==> config.mk <==
export PLATFORM = sky130hd
export DESIGN_NAME = nic_port_scheduler
export DESIGN_NICKNAME = d
export VERILOG_FILES = /design/src/rtl/nic_port_scheduler.sv
export SDC_FILE = /design/constraint.sdc
export NUM_CORES = 1
export LEC_CHECK = 0
export ABC_AREA = 1
export BUFFER_PORTS_ARGS = -buffer_cell sky130_fd_sc_hd__buf_2
export CAP_MARGIN = 10
export CELL_PAD_IN_SITES_DETAIL_PLACEMENT = 1
export CELL_PAD_IN_SITES_GLOBAL_PLACEMENT = 2
export CORE_ASPECT_RATIO = 0.6
export CORE_MARGIN = 2
export CORE_UTILIZATION = 23
export CTS_BUF_LIST = sky130_fd_sc_hd__clkbuf_2
export CTS_CLUSTER_DIAMETER = 50
export DETAILED_ROUTE_END_ITERATION = 6
export PLACE_DENSITY_LB_ADDON = 0.1
export REMOVE_ABC_BUFFERS = 1
export SYNTH_ARGS = -nofsm -noshare
export SYNTH_HDL_FRONTEND = slang
export SYNTH_SLANG_ARGS = --single-unit
==> constraint.sdc <==
create_clock -name clk -period 1.6 [get_ports clk]
set_input_delay 0.16 -clock clk [delete_from_list [all_inputs] [get_ports clk]]
set_output_delay 0.16 -clock clk [all_outputs]
set_load 0.05 [all_outputs]
==> src/rtl/nic_port_scheduler.sv <==
// nic_port_scheduler
//
// Sequencer that owns the CPU-side port of one mesh node's NIC and shares it
// between a transmit client and a receive client. It polls the NIC output and
// input status registers, writes outbound packets into the NIC output buffer
// and drains inbound packets into a held receive register. The two directions
// are served round-robin when both are eligible.
//
// Ports:
//   clk        single clock, rising-edge state updates
//   reset      asynchronous, active-low
//   sched_en   1 = start new transactions, 0 = finish current one then idle
//   tx_valid   transmit packet offered
//   tx_data    transmit packet (held stable until tx_ready)
//   tx_ready   one-cycle accept pulse; tx_data is written to the NIC that cycle
//   rx_valid   receive register holds a packet
//   rx_data    received packet
//   rx_ready   receive client consumes the packet when rx_valid=1
//   nic_addr   00 input buf, 01 input status, 10 output buf, 11 output status
//   nicEn      NIC access strobe
//   nicEnWR    1 = write, 0 = read
//   nic_d_in   write data to the NIC
//   nic_d_out  NIC read data, valid the cycle after the read strobe
//   busy       scheduler is not idle
//   tx_cnt     packets written to the NIC (wrapping)
//   rx_cnt     packets read from the NIC (wrapping)

module nic_port_scheduler #(
  parameter int PACKET_WIDTH = 64,
  parameter int CNT_WIDTH    = 16
) (
  input  logic                    clk,
  input  logic                    reset,
  input  logic                    sched_en,
  input  logic                    tx_valid,
  input  logic [PACKET_WIDTH-1:0] tx_data,
  output logic                    tx_ready,
  output logic                    rx_valid,
  output logic [PACKET_WIDTH-1:0] rx_data,
  input  logic                    rx_ready,
  output logic [1:0]              nic_addr,
  output logic                    nicEn,
  output logic                    nicEnWR,
  output logic [PACKET_WIDTH-1:0] nic_d_in,
  input  logic [PACKET_WIDTH-1:0] nic_d_out,
  output logic                    busy,
  output logic [CNT_WIDTH-1:0]    tx_cnt,
  output logic [CNT_WIDTH-1:0]    rx_cnt
);

  typedef enum logic [2:0] {
    IDLE,
    O_REQ,
    O_CHK,
    O_WR,
    I_REQ,
    I_CHK,
    B_REQ,
    B_CAP
  } state_e;

  localparam logic [1:0] ADDR_IN_BUF   = 2'b00;
  localparam logic [1:0] ADDR_IN_STAT  = 2'b01;
  localparam logic [1:0] ADDR_OUT_BUF  = 2'b10;
  localparam logic [1:0] ADDR_OUT_STAT = 2'b11;

  state_e                  state_q, state_d;
  logic                    last_tx_q, last_tx_d;   // 1 = tx was served last
  logic                    rx_valid_q, rx_valid_d;
  logic [PACKET_WIDTH-1:0] rx_data_q, rx_data_d;
  logic [CNT_WIDTH-1:0]    tx_cnt_q, tx_cnt_d;
  logic [CNT_WIDTH-1:0]    rx_cnt_q, rx_cnt_d;

  logic tx_elig;
  logic rx_elig;

  // The receive side is only eligible while the holding register is empty,
  // which leaves unread packets in the NIC as natural back-pressure.
  assign tx_elig = tx_valid;
  assign rx_elig = !rx_valid_q;

  always_ff @(posedge clk or negedge reset) begin
    if (!reset) begin
      state_q    <= IDLE;
      last_tx_q  <= 1'b0;
      rx_valid_q <= 1'b0;
      rx_data_q  <= '0;
      tx_cnt_q   <= '0;
      rx_cnt_q   <= '0;
    end else begin
      state_q    <= state_d;
      last_tx_q  <= last_tx_d;
      rx_valid_q <= rx_valid_d;
      rx_data_q  <= rx_data_d;
      tx_cnt_q   <= tx_cnt_d;
      rx_cnt_q   <= rx_cnt_d;
    end
  end

  // Status bit arrives on nic_d_out in the *_CHK state, one cycle after the
  // *_REQ read strobe. The consume-clear is applied before the case because
  // B_CAP is only reachable with rx_valid low, so the two never collide.
  always_comb begin
    state_d    = state_q;
    last_tx_d  = last_tx_q;
    rx_valid_d = rx_valid_q;
    rx_data_d  = rx_data_q;
    tx_cnt_d   = tx_cnt_q;
    rx_cnt_d   = rx_cnt_q;

    if (rx_valid_q && rx_ready) begin
      rx_valid_d = 1'b0;
    end

    unique case (state_q)
      IDLE: begin
        if (sched_en) begin
          if (tx_elig && (!rx_elig || !last_tx_q)) begin
            state_d = O_REQ;
          end else if (rx_elig) begin
            state_d = I_REQ;
          end
        end
      end
      O_REQ: state_d = O_CHK;
      O_CHK: begin
        last_tx_d = 1'b1;
        if (tx_valid && !nic_d_out[0]) begin
          state_d = O_WR;
        end else begin
          state_d = IDLE;
        end
      end
      O_WR: begin
        tx_cnt_d = tx_cnt_q + CNT_WIDTH'(1);
        state_d  = IDLE;
      end
      I_REQ: state_d = I_CHK;
      I_CHK: begin
        last_tx_d = 1'b0;
        state_d   = nic_d_out[0] ? B_REQ : IDLE;
      end
      B_REQ: state_d = B_CAP;
      B_CAP: begin
        rx_data_d  = nic_d_out;
        rx_valid_d = 1'b1;
        rx_cnt_d   = rx_cnt_q + CNT_WIDTH'(1);
        state_d    = IDLE;
      end
      default: state_d = IDLE;
    endcase
  end

  // NIC strobes are a pure decode of the state register so that no input
  // can ripple combinationally onto the NIC port.
  always_comb begin
    nicEn    = 1'b0;
    nicEnWR  = 1'b0;
    nic_addr = 2'b00;
    tx_ready = 1'b0;
    nic_d_in = '0;
    unique case (state_q)
      O_REQ: begin
        nicEn    = 1'b1;
        nic_addr = ADDR_OUT_STAT;
      end
      O_WR: begin
        nicEn    = 1'b1;
        nicEnWR  = 1'b1;
        nic_addr = ADDR_OUT_BUF;
        nic_d_in = tx_data;
        tx_ready = 1'b1;
      end
      I_REQ: begin
        nicEn    = 1'b1;
        nic_addr = ADDR_IN_STAT;
      end
      B_REQ: begin
        nicEn    = 1'b1;
        nic_addr = ADDR_IN_BUF;
      end
      default: begin
        nicEn    = 1'b0;
      end
    endcase
  end

  assign busy     = (state_q != IDLE);
  assign rx_valid = rx_valid_q;
  assign rx_data  = rx_data_q;
  assign tx_cnt   = tx_cnt_q;
  assign rx_cnt   = rx_cnt_q;

endmodule

Word level (Yosys, flattened, before mapping)
Cells that the tools add are included.
W data, S select, Z words.
- $add $sub $neg: 2
- multiply operators: 0
- div/mod/pow operators: 0
- $lt $le $gt $ge: 0
- equality and inequality tests: 9
- shift-type cells: 0
- muxes and demuxes: 13
- bitwise gates (word level): 0
- reductions and logical operators: 13
- operators with widths (kind ; number):
    $mux W64 ; 1
    $add A16 B1 Y16 const B ; 2
    $pmux W3 S7 ; 1
    $eq A3 B3 Y1 const B ; 4
    $mux W3 ; 4
    $eq A3 B2 Y1 const B ; 2
    $pmux W2 S3 ; 1
    $mux W1 ; 4
    $reduce_bool A2 Y1 ; 2
    $reduce_or A4 Y1 ; 1
    $eq A3 B1 Y1 const B ; 1
    $logic_and A1 B1 Y1 ; 3
    $logic_not A3 Y1 ; 1
    $ne A3 B3 Y1 const B ; 1
    $reduce_bool A3 Y1 ; 1
    $logic_not A1 Y1 ; 2
    $mux W2 ; 1
    $ne A2 B2 Y1 const B ; 1
    $pmux W1 S2 ; 1
    $reduce_and A2 Y1 ; 1
    $reduce_or A2 Y1 ; 1
    $logic_or A1 B1 Y1 ; 1
- register bits: 101
- bits in latches: 0
- bits in writable memories: 0
- memory bits (read-only): 0
- input port bits: 133
- word-level logic and storage cells: 43
- memories: 0

Depth between registers and ports, before layout
Gate-level depths: netlist (run 1).
- depth after elaboration: 6
- depth in mapped cells: 9

Worst setup path after synthesis (run 1)
Ideal clock, no wire load.
- path type: register to output
- start: register state_q[2]
- end: output nic_d_in[54]
- data arrival time: 1.767 ns
- path slack: -0.327 ns
- stages on the path, launching flop included: 7
- path buffers: 3
- path through: dfrtp_1 > buf_2 > inv_2 > nand3_2 > buf_2 > buf_4 > nor2_1
- word-level cells in the longest chain between the ends: 2
- ends and longest elaborated chain (item ; RTL line ; source):
    start, declared ; 67 ; state_e state_q, state_d;
    start signal, assigned ; 91 ; state_q <= state_d;
    $eq A3 B2 Y1 ; 162 ; unique case (state_q)
    $mux W64 ; 162 ;
    end, declared ; 44 ; output logic [PACKET_WIDTH-1:0] nic_d_in,
No other way between the ends.

Final worst setup path (run 1)
- start: register state_q[1]
- end: output nicEn
- word-level cells in the longest chain between the ends: 3
- elaborated cells on any way between the ends: 6
- ends and longest elaborated chain (item ; RTL line ; source):
    $eq A3 B3 Y1 (tied with other cells) ; 162 ;
    $reduce_or A4 Y1 (no source line) * ; - ;
    $mux W1 * ; 162 ;
    end, declared ; 42 ; output logic nicEn,
Mark *: on every way between the ends. The rest lies on a longest branch, timed or not.

==> flow_metrics.tcl, run 1 <==
set metrics [dict create \
    status "complete, but fails checks" \
    failed_checks "negative setup slack" \
    max_slew.worst_pin.slew_ns 0.498 \
    start_kind "register" \
    worstHoldStart "rx_ready" \
    setup_viol 70 \
    root_buffer "clkbuf_2" \
    reg2regPathDepth 9 \
    die_height_um 117 \
    worst_hold_path_type "primary input to register" \
    synthArstFlopShare 1.00 \
    gp_congestion 0.754 \
    drc_errors 0 \
    cap_violations 0 \
    grt_first_pass_wirelength_mm 28.0 \
    synth_adder_area_share 0.00510 \
    path_max_fanout 7 \
    period_needed_ns 1.96 \
    synth.top_cells.by_count "nand2_1, dfrtp_1, inv_1" \
    dp_hpwl_mm 13.3 \
    yosys.area_share.simple 0.329 \
    yosysWarnings 0 \
    synth-seq-cells 101 \
    synth-seq-area-share 0.515 \
    hold_violations 0 \
    rr_startpoint "state_q[1]" \
    clkTransAtPathRegs_ns 0.28 \
    io_pins 300 \
    synth_compound_area_frac 0.0115 \
    synthDistinctLibCells 29 \
    drt-wirelength-per-cell_um 15.1 \
    synth_largest_area_cell "dfrtp_1" \
    holdPathEnd "rx_valid" \
    vias 5427 \
    p_leak_nw 4.79 \
    slew_viol_final 0 \
    num_rows 41 \
    vias_per_cell 4.13 \
    worst_slack_ns -0.363 \
    rsz0062_at_grt "yes" \
    cts_max_level 3 \
    cts_tree "built" \
    dr.first_iter.drc_count 109 \
    syn_area_um2 4910 \
    drive_gt1_frac 0.434 \
    p_total_mw 13.9 \
    max_freq_ghz 0.510 \
    dr.pass1.iters 4 \
    slew_headroom 0.667 \
    r2r_end "tx_cnt[15]" \
    peakVddDrop_mv 0.800 \
    cts_buffers 9 \
    ctsLongestPathBuffers 2 \
    clock_latency_ns 0.57 \
    final-instance-count-excl-fill 1313 \
    antenna_found_initial 0 \
    syn_to_final_growth_pct 79.6 \
    synth_area_per_cell_um2 7.76 \
    finalWirelength_mm 19.9 \
    yosys.area_share.xor_xnor 0.0393 \
    final_core_util 0.420 \
    skew_ns 0.0284 \
    dominantRegCellSynth "dfrtp_1" \
    placed_area_um2 6750 \
    grt_usage 0.159 \
    worstPathArrival_ns 1.80 \
    synthesis.instances 632 \
    yosysMostFrequentCell "nand2_1" \
    overflow 0 \
    dp_slack_ns 0.135 \
    synth_top_family_by_area "simple AND/OR/NAND/NOR gates" \
    cts_sinks 101 \
    synth_area_leaders "dfrtp_1, nand2_1, inv_1" \
    synth-edff-count 0 \
    reg2reg_setup_slack_ns 0.08 \
    critPathCaptureType "primary output" \
    core-area_um2 21000 \
    powerDensity_nw_per_um2 1580 \
    grt_pass1_vias 5528 \
    design_area_um2 8810 \
    io_buffer_count 299 \
    grt_max_degree 71 \
    antenna_cells 0 \
    die_w_um 193 \
    dp_cells 1196 \
    critPathRequiredTime_ns 1.44 \
    synthMuxAreaShare 0 \
    start_util 0.234 \
    worstHoldPathCells 3 \
    nNetsFinal 1165 \
    ant_nets 0 \
    dieArea_um2 22600 \
    critPathKind "register to primary output" \
    synth_top_area_frac 0.515 \
    timing.final.crit_share 1.23 \
]
## worst max path at each step
stage                from           end  slack, ns
2_1_floorplan  state_q[2]   nic_d_in[0]      -0.88
3_3_place_gp   state_q[0]    tx_cnt[13]       0.16
3_5_place_dp   state_q[0]    tx_cnt[13]       0.13
4_1_cts        state_q[2]  nic_d_in[10]      -0.50
5_1_grt        state_q[1]         nicEn      -0.57
6_report       state_q[1]         nicEn      -0.36
## kinds of logic (layout without fill, tap and decap cells)
| family | count (synthesis) | count (layout) |
|---|---|---|
| and+or+nand+nor | 383 | 383 |
| buffers and inverters | 115 | 517 |
| DFF | 101 | 101 |
| xor gates and xnor gates | 22 | 22 |
| AOI/OAI and AO/OA | 9 | 9 |
| adders and majority gates | 2 | 2 |
## layout make-up
type                    count  area [µm²]
inverters                  91         342
clock inverters             3        23.8
multi-input cells         416        2220
flip-flops and latches    101        2540
clock buffers              12        60.1
fillers                  2577       12200
repair buffers            411        3270
well taps                 279         349
## state kept, by name, indices dropped and copies added (netlist names)
signal	count
rx_data	64
rx_cnt	16
tx_cnt	16
state_q	3
last_tx_q	1
rx_valid	1
## report_power, final
part	internal (mW)	total [mW]	switching, mW
logic	2.43	8.76	6.32
clock network	0.217	1.08	0.866
registers	3.50	4.08	0.574
total	6.16	13.9	7.76
## cell usage in the layout (no fill, tap or decap), types with 2 or more instances in the layout
cell           count
ha_1               2
inv_2              3
nand2_1          254
o21ai_0            3
nand4_1            6
nor2_1            28
nand3_4            2
buf_2            195
clkinvlp_4         2
xor2_1            10
clkbuf_4          14
nor2_2            30
inv_1             88
nand3_2            2
dlygate4sd3_1     70
nor2_4            35
buf_12             9
nand2_4            5
clkbuf_2          12
dfrtp_1           89
buf_4             46
nand3b_1           2
nor2_8             2
buf_8             12
nor3_1             3
buf_6             61
dfrtp_2           12
nand3_1           12
xnor2_1           12
clkbuf_16          4
## through the flow
| step | hold WS, ns | TNS (ns) |
|---|---|---|
| 6_report | 0.256 | -19.76 |
| 5_1_grt | 0.175 | -32.98 |
| 4_1_cts | 0.173 | -32.62 |
| 3_5_place_dp | 0.0436 | 0 |
| 3_3_place_gp | 0.0363 | 0 |
| 2_1_floorplan | -0.136 | -100.60 |
## worst max-delay path, cell delays in order, from the launching register on
cell and delay, ns:
dfrtp_2 0.53, nand3_4 0.12, buf_12 0.16, clkbuf_16 0.17, nand3_1 0.09, buf_6 0.16
## metal layers
layer,share of wire,routed length (µm),track usage
met5,0,0,0
met4,0.012,239,0.0346
met1,0.45,8850,0.206
met2,0.50,10000,0.274
met3,0.038,758,0.0373
## repair_timing
item                                    in CTS  in global routing
hold endpoints to repair                   169                  0
pin swaps                                    1                  3
gates cloned                                 0                  7
setup buffers                                4                 21
endpoints found under the setup margin      87                102
hold buffers                                70                  0
gates resized for setup                    159                147
No activity file was read; power rests on OpenSTA's default activity.
==> run 2, diff against run 1 <==
--- a/config.mk
+++ b/config.mk
@@ -5,14 +5,14 @@
 export SDC_FILE = /design/constraint.sdc
 export NUM_CORES = 1
 export LEC_CHECK = 0
-export ABC_AREA = 1
+export ABC_AREA = 0
 export BUFFER_PORTS_ARGS = -buffer_cell sky130_fd_sc_hd__buf_2
 export CAP_MARGIN = 10
 export CELL_PAD_IN_SITES_DETAIL_PLACEMENT = 1
 export CELL_PAD_IN_SITES_GLOBAL_PLACEMENT = 2
 export CORE_ASPECT_RATIO = 0.6
 export CORE_MARGIN = 2
-export CORE_UTILIZATION = 23
+export CORE_UTILIZATION = 25
 export CTS_BUF_LIST = sky130_fd_sc_hd__clkbuf_2
 export CTS_CLUSTER_DIAMETER = 50
 export DETAILED_ROUTE_END_ITERATION = 6
==> constraint.sdc (replaced) <==
create_clock -name clk -period 2.5 [get_ports clk]
set_input_delay 0.25 -clock clk [delete_from_list [all_inputs] [get_ports clk]]
set_output_delay 0.25 -clock clk [all_outputs]
set_load 0.05 [all_outputs]
==> run 2 against run 1 <==
Net effect: the run now ends clean; combinational power down 43%; first-iteration DRC count grew 91%; core utilization decreased by 2.0 points; synthesized cell count decreased by 21%; sequential share of layout area rose by 6.3 points; register-to-register slack better by 0.77 ns; die area shrank 14%; critical path depth unchanged; clock-buffer cell count down 1; clock skew rose by 0.016 ns; non-clock buffer count is 33 lower.
==> flow_metrics.tcl, run 2 <==
set metrics [dict create \
    dp_hpwl_mm 11.9 \
    final_common_cell "buf_2" \
    slew_headroom 0.577 \
    timing.final.crit_share 0.929 \
    synth-seq-cells 101 \
    grt_usage 0.165 \
    clkTransAtPathRegs_ns 0.27 \
    setup_viol 0 \
    grt_first_pass_wirelength_mm 24.9 \
    cpPeakStageDelay_ns 0.51 \
    synth_area_leaders "dfrtp_1, nand2_1, and2_1" \
    cp_slowest_cell "dfrtp_2" \
    io_pins 300 \
    max_slew.worst_pin.slew_ns 0.635 \
    gp_congestion 0.762 \
    placed_area_um2 6330 \
    hold_violations 0 \
    die_height_um 109 \
    period_needed_ns 2.32 \
    synth_area_per_cell_um2 9.16 \
    clock_latency_ns 0.56 \
    vias 4582 \
    p_leak_nw 4.11 \
    critPathKind "register to primary output" \
    worst_hold_path_type "primary input to async pin" \
    cts_tree "built" \
    drc_errors 0 \
    drt-wirelength-per-cell_um 14.9 \
    worstPathBufferInverterCount 3 \
    synthDistinctLibCells 31 \
    start_util 0.254 \
    nNetsFinal 997 \
    yosysMostFrequentCell "nand2_1" \
    final_cell_mix "buf_2, nand2_1, dfrtp_1" \
    vias_per_cell 4.14 \
    cts_sinks 101 \
    cts_buffers 9 \
    peakVddDrop_mv 0.896 \
    critPathCaptureType "primary output" \
    synth.top_cells.by_count "nand2_1, dfrtp_1, and2_1" \
    critical_path.cell_chain "nand3b_4 -> inv_2 -> buf_12 -> and2_1 -> buf_2" \
    drive_gt1_frac 0.393 \
    path_delay_family "buffers and inverters" \
    synth_largest_area_cell "dfrtp_1" \
    grt_pass1_vias 4766 \
    die_w_um 179 \
    synth-seq-area-share 0.553 \
    dr.first_iter.drc_count 208 \
    antenna_found_initial 1 \
    root_buffer "clkbuf_2" \
    num_rows 38 \
    status "finished clean" \
    ctsLongestPathBuffers 2 \
    overflow 0 \
    slew_viol_final 0 \
    critPathRequiredTime_ns 2.25 \
    dominantRegCellSynth "dfrtp_1" \
    path_max_fanout 35 \
    powerDensity_nw_per_um2 1170 \
    ant_nets 0 \
    cts_max_level 3 \
    synth_top_area_frac 0.553 \
    multi_input_area_um2 1890 \
    cap_violations 0 \
    grt_max_degree 70 \
    max_freq_ghz 0.431 \
    syn_to_final_growth_pct 57.4 \
    synthArstFlopShare 1.00 \
    ff_latch_area_um2 2530 \
    core-area_um2 18000 \
    finalWirelength_mm 16.5 \
    synth-edff-count 0 \
    dieArea_um2 19400 \
    design_area_um2 7200 \
    yosysWarnings 0 \
    synthesis.instances 499 \
    fillers 2234 \
    io_buffer_count 299 \
    syn_area_um2 4570 \
    largest_reg_flops 64 \
    skew_ns 0.0441 \
    worstPathArrival_ns 2.07 \
    final_core_util 0.401 \
    dr.pass1.iters 4 \
    start_kind "register" \
]
-- run 2: layer usage --
layer / GRT usage / share of wire / up-vias
li1: - / - / 2262
met1: 0.224 / 0.47 / 2201
met2: 0.272 / 0.48 / 112
met3: 0.0411 / 0.047 / 7
met4: 0.0261 / 0.0048 / 0
met5: 0 / 0 / -
-- run 2: logic make-up after synthesis --
logic type,share of synthesized area
xor+xnor,0.0594
compound gates,0.0115
mux,0.00219
buf+inv,0.0353
fa+ha+maj,0.00547
simple gates,0.334
flops,0.553
-- run 2: per-stage QoR --
stage / power (mW) / setup slack, ns / cells / hold slack (ns) / TNS [ns]
floorplan: 6.17 / -0.108 / 473 / -0.0456 / -0.417
global placement: 7.44 / 0.768 / 1018 / 0.311 / 0
detailed placement: 7.53 / 0.705 / 1018 / 0.320 / 0
CTS: 8.47 / 0.0207 / 1103 / 0.130 / 0
global route: 8.97 / -0.0104 / 1108 / 0.141 / -0.0953
finish: 8.44 / 0.178 / 1108 / 0.193 / 0
-- run 2: report_power, final --
group          internal (mW)  switching, mW  leakage [nW]
sequential              2.24          0.409          1.27
combinational           1.17           3.81          2.77
clock                  0.240          0.575        0.0686
total                   3.65           4.79          4.11
-- run 2: worst paths after layout --
kind                            slack (ns)           end  depth (start not counted)        from
worst max-delay path                  0.18  nic_d_in[32]                          5  state_q[2]
worst min-delay path                  0.19   rx_data[25]                          2       reset
worst max register to register        0.85    tx_cnt[10]                          5   tx_cnt[0]
worst min register to register        0.49    rx_cnt[15]                          1  rx_cnt[15]
max in group asynchronous             1.50    rx_data[4]                          3       reset
min in group clk                      0.36      rx_valid                          3    rx_ready
-- run 2: area by class of cell --
class / count / share of cell area
Antenna cell: 1 / 0.000348
Inverter: 8 / 0.00417
Clock buffer: 11 / 0.00765
Sequential cell: 101 / 0.352
Tap cell: 240 / 0.0417
Clock inverter: 5 / 0.00817
Timing Repair Buffer: 378 / 0.324
Multi-Input combinational cell: 364 / 0.263
-- run 2: repair_timing --
action                                  CTS  global route
hold buffers                             69             0
gates cloned                              0             1
setup buffers                             0             3
hold endpoints to repair                113             0
endpoints found under the setup margin   50            64
gates resized for setup                   2             5
pin swaps                                 0             0
